--- config.mk ---
export PLATFORM = sky130hd
export DESIGN_NAME = round_sat_pipe
export DESIGN_NICKNAME = d
export VERILOG_FILES = /design/src/rtl/cbb_comm_pkg.sv /design/src/rtl/round_sat_pipe_ch.sv /design/src/rtl/round_sat_pipe.sv
export SDC_FILE = /design/constraint.sdc
export NUM_CORES = 1
export LEC_CHECK = 0
export ABC_AREA = 1
export CORE_UTILIZATION = 47
export CTS_BUF_LIST = sky130_fd_sc_hd__clkbuf_8
export CTS_CLUSTER_DIAMETER = 200
export DETAILED_ROUTE_END_ITERATION = 8
export HOLD_SLACK_MARGIN = 0.12
export PLACE_DENSITY = 0.74
export SLEW_MARGIN = 10
export SYNTH_ARGS = -nofsm -noshare
export SYNTH_HDL_FRONTEND = slang
export SYNTH_HIERARCHICAL = 1
export SYNTH_SLANG_ARGS = --single-unit
--- constraint.sdc ---
create_clock -name clk -period 2.3 [get_ports clk]
set_input_delay 0.46 -clock clk [delete_from_list [all_inputs] [get_ports clk]]
set_output_delay 0.46 -clock clk [all_outputs]
set_load 0.03 [all_outputs]
--- src/rtl/cbb_comm_pkg.sv ---
// Shared common-building-block constants: rounding-mode encodings used by
// the round/saturate datapaths.
package cbb_comm;

    localparam int unsigned RND_MODE_W = 2;

    localparam logic [RND_MODE_W-1:0] RND_TRUNC   = 2'b00;
    localparam logic [RND_MODE_W-1:0] RND_HALF_UP = 2'b01;
    localparam logic [RND_MODE_W-1:0] RND_CONV    = 2'b10;

endpackage

--- src/rtl/round_sat_pipe_ch.sv ---
// One channel of the round/saturate datapath: stage 1 adds the rounding
// increment in IN_WIDTH+1 bits, stage 2 drops LSBs and clips to OUT_WIDTH.
module round_sat_ch
    import cbb_comm::*;
#(
    parameter int unsigned IN_WIDTH  = 32,
    parameter int unsigned OUT_WIDTH = 16,
    parameter int unsigned LSB_DROP  = 8,
    parameter bit          SYM_SAT   = 1'b0
) (
    input  logic                  clk,
    input  logic                  rst,
    input  logic                  ld1,
    input  logic                  ld2,
    input  logic [IN_WIDTH-1:0]   din,
    input  logic [RND_MODE_W-1:0] rnd_mode,
    output logic [OUT_WIDTH-1:0]  dout,
    output logic                  sat,
    output logic                  sat_c
);

    localparam int unsigned EXT_W = IN_WIDTH + 1;
    localparam int unsigned VAL_W = EXT_W - LSB_DROP;

    localparam logic signed [VAL_W-1:0] POS_FS =
        {{(VAL_W-OUT_WIDTH+1){1'b0}}, {(OUT_WIDTH-1){1'b1}}};
    localparam logic signed [VAL_W-1:0] NEG_FS =
        {{(VAL_W-OUT_WIDTH+1){1'b1}}, {(OUT_WIDTH-1){1'b0}}};
    localparam logic signed [VAL_W-1:0] NEG_LIM =
        SYM_SAT ? NEG_FS + VAL_W'(1) : NEG_FS;

    logic [EXT_W-1:0]        inc;
    logic [EXT_W-1:0]        acc;
    logic signed [VAL_W-1:0] val;
    logic [OUT_WIDTH-1:0]    res_c;

    if (LSB_DROP == 0) begin : g_no_rnd
        logic unused_mode;
        assign unused_mode = ^rnd_mode;
        assign inc = '0;
    end else begin : g_rnd
        localparam logic [EXT_W-1:0] HALF = EXT_W'(1) << (LSB_DROP - 1);

        logic half_tie;
        logic unused_lsb;

        // Exact half with an even retained LSB stays put under convergent rounding
        assign half_tie   = (din[LSB_DROP-1:0] == HALF[LSB_DROP-1:0]) && !din[LSB_DROP];
        assign unused_lsb = ^acc[LSB_DROP-1:0];

        always_comb begin
            inc = '0;
            case (rnd_mode)
                RND_HALF_UP: inc = HALF;
                RND_CONV:    inc = half_tie ? '0 : HALF;
                default:     inc = '0;
            endcase
        end
    end

    always_ff @(posedge clk or posedge rst) begin
        if (rst) begin
            acc <= '0;
        end else if (ld1) begin
            acc <= {din[IN_WIDTH-1], din} + inc;
        end
    end

    assign val = signed'(acc[EXT_W-1:LSB_DROP]);

    always_comb begin
        res_c = val[OUT_WIDTH-1:0];
        sat_c = 1'b0;
        if (val > POS_FS) begin
            res_c = POS_FS[OUT_WIDTH-1:0];
            sat_c = 1'b1;
        end else if (val < NEG_LIM) begin
            res_c = NEG_LIM[OUT_WIDTH-1:0];
            sat_c = 1'b1;
        end
    end

    always_ff @(posedge clk or posedge rst) begin
        if (rst) begin
            dout <= '0;
            sat  <= 1'b0;
        end else if (ld2) begin
            dout <= res_c;
            sat  <= sat_c;
        end
    end

endmodule

--- src/rtl/round_sat_pipe.sv ---
// Multi-channel two-stage round-and-saturate pipeline with a sticky
// saturation flag and a non-wrapping saturation beat counter.
module round_sat_pipe
    import cbb_comm::*;
#(
    parameter int unsigned IN_WIDTH  = 32,
    parameter int unsigned OUT_WIDTH = 16,
    parameter int unsigned LSB_DROP  = 8,
    parameter int unsigned CH_NUM    = 2,
    parameter bit          SYM_SAT   = 1'b0,
    parameter int unsigned CNT_WIDTH = 16
) (
    input  logic                        clk,
    input  logic                        rst,
    input  logic [CH_NUM*IN_WIDTH-1:0]  din,
    input  logic                        din_vld,
    input  logic [RND_MODE_W-1:0]       rnd_mode,
    input  logic                        sat_clr,
    output logic [CH_NUM*OUT_WIDTH-1:0] dout,
    output logic                        dout_vld,
    output logic [CH_NUM-1:0]           dout_sat,
    output logic                        sat_flag,
    output logic [CNT_WIDTH-1:0]        sat_cnt
);

    if (IN_WIDTH < OUT_WIDTH + LSB_DROP) begin : g_bad_cfg
        $error("round_sat_pipe: IN_WIDTH must be >= OUT_WIDTH + LSB_DROP");
    end

    logic              vld1;
    logic [CH_NUM-1:0] sat_c;

    for (genvar k = 0; k < CH_NUM; k++) begin : g_ch
        round_sat_ch #(
            .IN_WIDTH  (IN_WIDTH),
            .OUT_WIDTH (OUT_WIDTH),
            .LSB_DROP  (LSB_DROP),
            .SYM_SAT   (SYM_SAT)
        ) u_ch (
            .clk      (clk),
            .rst      (rst),
            .ld1      (din_vld),
            .ld2      (vld1),
            .din      (din[k*IN_WIDTH +: IN_WIDTH]),
            .rnd_mode (rnd_mode),
            .dout     (dout[k*OUT_WIDTH +: OUT_WIDTH]),
            .sat      (dout_sat[k]),
            .sat_c    (sat_c[k])
        );
    end

    always_ff @(posedge clk or posedge rst) begin
        if (rst) begin
            vld1     <= 1'b0;
            dout_vld <= 1'b0;
        end else begin
            vld1     <= din_vld;
            dout_vld <= vld1;
        end
    end

    // Counter and flag update on the edge that registers the beat, so they line up with dout
    always_ff @(posedge clk or posedge rst) begin
        if (rst) begin
            sat_cnt  <= '0;
            sat_flag <= 1'b0;
        end else if (sat_clr) begin
            sat_cnt  <= '0;
            sat_flag <= 1'b0;
        end else if (vld1 && (|sat_c)) begin
            sat_flag <= 1'b1;
            if (sat_cnt != '1) begin
                sat_cnt <= sat_cnt + CNT_WIDTH'(1);
            end
        end
    end

endmodule

======== Word-level counts from Yosys, hierarchy flattened ========
Index checks and enable logic that the tools add are counted.
cells by class
  add/sub/neg operators ................... 3
  $lt $le $gt $ge ......................... 4
  equal/unequal tests ..................... 5
  multiplexer cells ....................... 17
  reductions and logical operators ........ 9
operators with widths
  operator                                                                         number
  33-bit one-hot mux with 2 select lines                                           2
  16-bit two-way mux                                                               7
  33-bit adder                                                                     2
  25-bit by 16-bit > comparator with 1-bit output (second input constant)          2
  25-bit by 16-bit less-than comparator with 1-bit output (second input constant)  2
  16-bit by 1-bit adder with 16-bit output (second input constant)                 1
  8-bit == test (second input constant)                                            2
  8-bit two-way mux                                                                2
  16-bit != test (second input constant)                                           1
  1-bit two-way mux                                                                6
  2-bit nonzero test                                                               2
  1-bit logical AND                                                                3
  2-bit by 1-bit == test with 1-bit output (second input constant)                 1
  2-bit == test (second input constant)                                            1
  1-bit zero test                                                                  2
  2-bit AND reduction                                                              1
  2-bit OR reduction                                                               1
storage, ports and cells
  register bits after elaboration ......... 119
  input port bits ......................... 70
  output and inout port bits .............. 52

======== Longest topological paths before layout ========
Gate-level depths: netlist of run 1.
  word-level depth ........................ 7
  depth in mapped cells ................... 14

======== By module ========
The synthesis of run 1 kept the hierarchy.
modules (own cells, without submodules)
  module                       times used  cells an instance  area each (um2)  sequential area each (um2)
  round_sat_ch (g_ch[1].u_ch)  1           338                2482.4           1051.0
  round_sat_ch (g_ch[0].u_ch)  1           295                2426.1           1051.0
  round_sat_pipe               1           159                1192.4           475.5

======== Least setup slack after synthesis of run 1 ========
Ideal clock, no wire load.
  path kind ............................... input to register
  start point ............................. input port rnd_mode[0]
  end point ............................... register g_ch[1].u_ch.acc[31]
  setup time .............................. 136 ps
  data arrival time ....................... 2460 ps
  slack ................................... -296 ps
  stages on the path ...................... 12
  path buffers ............................ 0
  cell sequence ........................... inv_1 -> ha_1 -> nor2_1 -> a21boi_2 -> ha_1 -> nand4_1 -> nor2_2 -> nand3_1 -> nor2_1 -> nand3_1 -> nand3_1 -> o21ai_0
on the way
  cells in the longest elaborated chain, start to end .. 3
  elaborated cells between the ends (all ways) .. 4
  classes of those cells .................. 1 x add/sub; 2 x eq/ne; 1 x mux
RTL lines
  item                                                                              line                     text
  start: declaration                                                                round_sat_pipe.sv:17     input logic [RND_MODE_W-1:0] rnd_mode,
  2-bit == test / 2-bit by 1-bit == test with 1-bit output (equally long branches)  round_sat_pipe_ch.sv:53  case (rnd_mode)
  33-bit one-hot mux with 2 select lines (*)                                        round_sat_pipe_ch.sv:53
  33-bit adder (*)                                                                  round_sat_pipe_ch.sv:65  acc <= {din[IN_WIDTH-1], din} + inc;
  end signal: assignment                                                            round_sat_pipe_ch.sv:65
  end: declaration                                                                  round_sat_pipe_ch.sv:33  logic [EXT_W-1:0] acc;
Every way passes the cells marked *; elsewhere a longest branch is shown, timed or not.
A chain may end at the register's enable or synchronous reset.

======== Final worst setup path of run 1 ========
  start point ............................. input port din[8]
  end point ............................... register g_ch[0].u_ch.acc[31]
on the way
  cells in the longest elaborated chain, start to end .. 5
RTL lines
  item                                    line                     text
  start: declaration                      round_sat_pipe.sv:15     input logic [CH_NUM*IN_WIDTH-1:0] din,
  1-bit zero test                         round_sat_pipe_ch.sv:48  assign half_tie = (din[LSB_DROP-1:0] == HALF[LSB_DROP-1:0]) && !din[LSB_DROP];
  1-bit logical AND                       round_sat_pipe_ch.sv:48
  8-bit two-way mux                       round_sat_pipe_ch.sv:55  RND_CONV: inc = half_tie ? '0 : HALF;
  33-bit one-hot mux with 2 select lines  round_sat_pipe_ch.sv:53
  33-bit adder (*)                        round_sat_pipe_ch.sv:65
  end signal: assignment                  round_sat_pipe_ch.sv:65
  end: declaration                        round_sat_pipe_ch.sv:33
Marked as above.

==> flow_metrics.env, run 1 <==
export IMPL_p_per_area_nw_per_um2=546
export IMPL_critical_path_arrival_ps=2390
export IMPL_synth_area_leaders="dfrtp_1 (42%), nand2_1 (17%), nand3_1 (5.6%)"
export IMPL_core_um2=12600
export IMPL_multi_input_area_um2=3200
export IMPL_syn_cell_area_um2=6100
export IMPL_io_pins=122
export IMPL_die_w_um=116
export IMPL_synth_distinct_cells=45
export IMPL_reg2reg_depth=10
export IMPL_ys_ff_latch=103
export IMPL_syn_area_per_cell_um2=7.70
export IMPL_drt_vias_per_instance=5.05
export IMPL_wl_per_cell_um=13.1
export IMPL_netlist_area_leader_share_pct=42.2
export IMPL_cts_tree="done"
export IMPL_synth_top_area_cell="dfrtp_1"
export IMPL_die_h_um=116
export IMPL_place_inst=1100
export IMPL_rows=41
export IMPL_finalSetupViolCount=0
export IMPL_die_area_um2=13400
export IMPL_grt_pass1_vias=5192
export IMPL_wl_met3_um=654
export IMPL_grt_max_degree=43
export IMPL_clock_sinks=103
export IMPL_worst_pin_slew_ps=537
export IMPL_via_count=5636
export IMPL_cts_max_level=3
export IMPL_antennaDiodeCount=0
export IMPL_cts_buffers=9
export IMPL_ir_worst_vdd_uv=300
export IMPL_synth_nets=869
export IMPL_leakage_nw=3.60
export IMPL_drtIter0Drc=460
export IMPL_setup_slack_ps=156
export IMPL_regArea_um2=2580
export IMPL_async_reset_ff_share_pct=100
export IMPL_holdCritPathClass="primary input to flip-flop"
export IMPL_path_delay_family="simple AND/OR/NAND/NOR gates"
export IMPL_crit_chain="clkdlybuf4s50_1 > nor2_1 > nand2_1 > o21ai_2 > a21boi_4 > ha_4 > nand3_2 > nor2_4 > nand2_4 > nor2_8 > nand2_4 > clkinv_1 > nand3_1 > nand3_1 > o21ai_1"
export IMPL_drtAntennaViolNets=0
export IMPL_cp_buffers_inverters=2
export IMPL_drv_slew=0
export IMPL_netlist_instances=792
export IMPL_seq_area_frac_synth_pct=42.2
export IMPL_dr_max_layer_used="met4"
export IMPL_drcViolationCount=0
export IMPL_wl_mm=14.6
export IMPL_yosys_warnings=6
export IMPL_io_buffers=121
export IMPL_crit_path_end_kind="flip-flop"
export IMPL_max_freq_ghz=0.466
export IMPL_clockBufferDepth=2
export IMPL_critPathLaunchType="primary input"
export IMPL_status="finished clean"
export IMPL_cp_max_fo=5
export IMPL_grt_overflow_total=0
export IMPL_fin_crit_sh_pct=93.2
export IMPL_slowest_delay_ps=480
export IMPL_hold_violations=0
export IMPL_start_util_pct=48.3
export IMPL_fin_worst_skew_ps=14.7
export IMPL_clkTransAtPathRegs_ps=90
export IMPL_wl_met1_mm=6.97
export IMPL_p_total_mw=4.34
export IMPL_clkLatencyLatePin_ps=380
export IMPL_pre_cts_slack_ps=-556
export IMPL_synth_ff_type="dfrtp_1"
export IMPL_wl_met2_mm=6.80
export IMPL_grt_first_pass_wirelength_mm=25.0
export IMPL_cts_hold_buf=0
export IMPL_layout_common_cells="nand2_1 (270), clkdlybuf4s50_1 (118), dfrtp_1 (103), nand3_1 (67), inv_1 (65)"
export IMPL_grt_total_usage_pct=23.5
export IMPL_cp_depth=15
export IMPL_path_class="primary input to flip-flop"
export IMPL_fin_util_pct=62.9
export IMPL_max_cap_violations=0
export IMPL_drive_gt1_share_pct=14.8
export IMPL_final_common_cell="nand2_1"
export IMPL_crit_slowest_cell="clkdlybuf4s50_1"
export IMPL_dpl_hpwl_mm=11.2
export IMPL_nFillCells=1168
export IMPL_stdcell_count=1116
export IMPL_slew_headroom_pct=64.2
export IMPL_clockRootBuffer="clkbuf_8"
export IMPL_min_path_cells=1
export IMPL_synthToLayoutAreaGrowth_pct=30.2
export IMPL_required_ps=2540
export IMPL_fin_nets=1016
export IMPL_finalCriticalPeriod_ps=2140
export IMPL_first_pass_iters=5
export IMPL_synth_edf_count=0
export IMPL_gp_congestion=0.923
export IMPL_antenna_found_initial=0
## registers in the layout, summed over array words and instances (netlist names)
signal,cells
dout_vld,1
g_ch.u_ch/acc,50
g_ch.u_ch/dout,32
g_ch.u_ch/sat,2
sat_cnt,16
sat_flag,1
vld1,1
## metal layers
metal | up-vias | GRT usage [%]
met1 | 2615 | 33.8
met2 | 151 | 36.9
met3 | 14 | 3.61
met4 | 0 | 6.50
li1 | 2856 | -
met5 | - | 0
## worst reg2reg max path, delay by kind of cell (launching register included)
family / cells / cell delay [ps]
AOI/OAI and AO/OA: 2 / 320
DFF: 1 / 410
and+or+nand+nor: 8 / 1140
## through the flow
step	hold WS, ps	instance area, µm²	TNS [ps]
detailed placement	468	7710	-9410
global route	426	7940	-0.299
finish	445	7940	0
CTS	418	7920	0
global placement	463	7710	-7480
floorplan	409	6170	-11.4
## cell usage after synthesis, types with 2 or more instances
master      n
clkbuf_8    2
nand2_2    14
o21bai_1    9
a31oi_1     8
o41ai_4     2
or2_2       4
o21ai_1    13
ha_1        7
a21oi_1    10
nand4_1    24
dfrtp_1   103
buf_1       2
nand2_1   270
nand3b_1    2
nor3_2      2
nor4_1      2
nand3_1    68
nor2_4      5
inv_2       7
clkbuf_1   10
inv_1      65
nor2_1     60
xor2_1      9
xnor2_1     7
a21o_1      2
buf_6       5
or2_1       2
clkinv_1    2
nand3_4     3
a21oi_2    10
nand2_4     3
o21ai_2     3
o21ai_0    22
nor2_2      9
a21boi_2    3
or2_0       2
nor3_1      7
nand3_2     7
## logic make-up after synthesis
kind of cell	after synthesis	share of synthesized area (%)
AO/OA/AOI/OAI	84	9.68
XOR/XNOR	16	2.30
adder cells (fa/ha/maj)	7	1.44
buffers and inverters	94	6.99
flip-flops	103	42.2
multiplexers	1	0.185
AND/OR/NAND/NOR	487	37.2
## path summary, 6_finish.rpt
check	from	endpoint	slack [ps]
min in group asynchronous	rst	dout_vld	500
worst min register to register	g_ch[1].u_ch/acc[8]	g_ch[1].u_ch/acc[8]	490
max in group asynchronous	rst	g_ch[1].u_ch/acc[26]	1320
worst max-delay path	din[8]	g_ch[0].u_ch/acc[31]	160
worst min-delay path	din_vld	vld1	440
worst max register to register	g_ch[0].u_ch/acc[29]	sat_cnt[3]	350
## cell type report
cell class	count	share of cell area, %
inverters	74	3.50
flip-flops and latches	103	32.5
clock buffers	10	1.73
clock inverters	6	0.945
multi-input cells	595	40.2
repair buffers	156	18.4
well taps	172	2.71
## timing repair
item / in CTS / in global routing
buffers inserted: 0 / 0
resized for setup: 2 / 8
gates cloned: 0 / 0
pin swaps: 0 / 5
setup endpoints to repair: 15 / 12
## power breakdown
part | internal [mW] | switching, mW
registers | 1.97 | 0.110
logic | 0.446 | 0.602
clock network | 0.550 | 0.656
(Power assumes the default switching activity.)
==> run 2: changes to the inputs <==
--- a/config.mk
+++ b/config.mk
@@ -10,6 +10,7 @@
 export CTS_BUF_LIST = sky130_fd_sc_hd__clkbuf_8
 export CTS_CLUSTER_DIAMETER = 200
 export DETAILED_ROUTE_END_ITERATION = 8
+export GPL_ROUTABILITY_DRIVEN = 1
 export HOLD_SLACK_MARGIN = 0.12
 export PLACE_DENSITY = 0.74
 export SLEW_MARGIN = 10
==> results of run 2 <==
The final DEF is identical to that of run 1; final timing and power are the same.
==> run 3: changes to the inputs <==
--- a/config.mk
+++ b/config.mk
@@ -8,10 +8,9 @@
 export ABC_AREA = 1
 export CORE_UTILIZATION = 47
 export CTS_BUF_LIST = sky130_fd_sc_hd__clkbuf_8
-export CTS_CLUSTER_DIAMETER = 200
+export CTS_CLUSTER_DIAMETER = 100
 export DETAILED_ROUTE_END_ITERATION = 8
 export GPL_ROUTABILITY_DRIVEN = 1
-export HOLD_SLACK_MARGIN = 0.12
 export PLACE_DENSITY = 0.74
 export SLEW_MARGIN = 10
 export SYNTH_ARGS = -nofsm -noshare
==> results of run 3 <==
The final DEF is identical to that of run 1; final timing and power are the same.
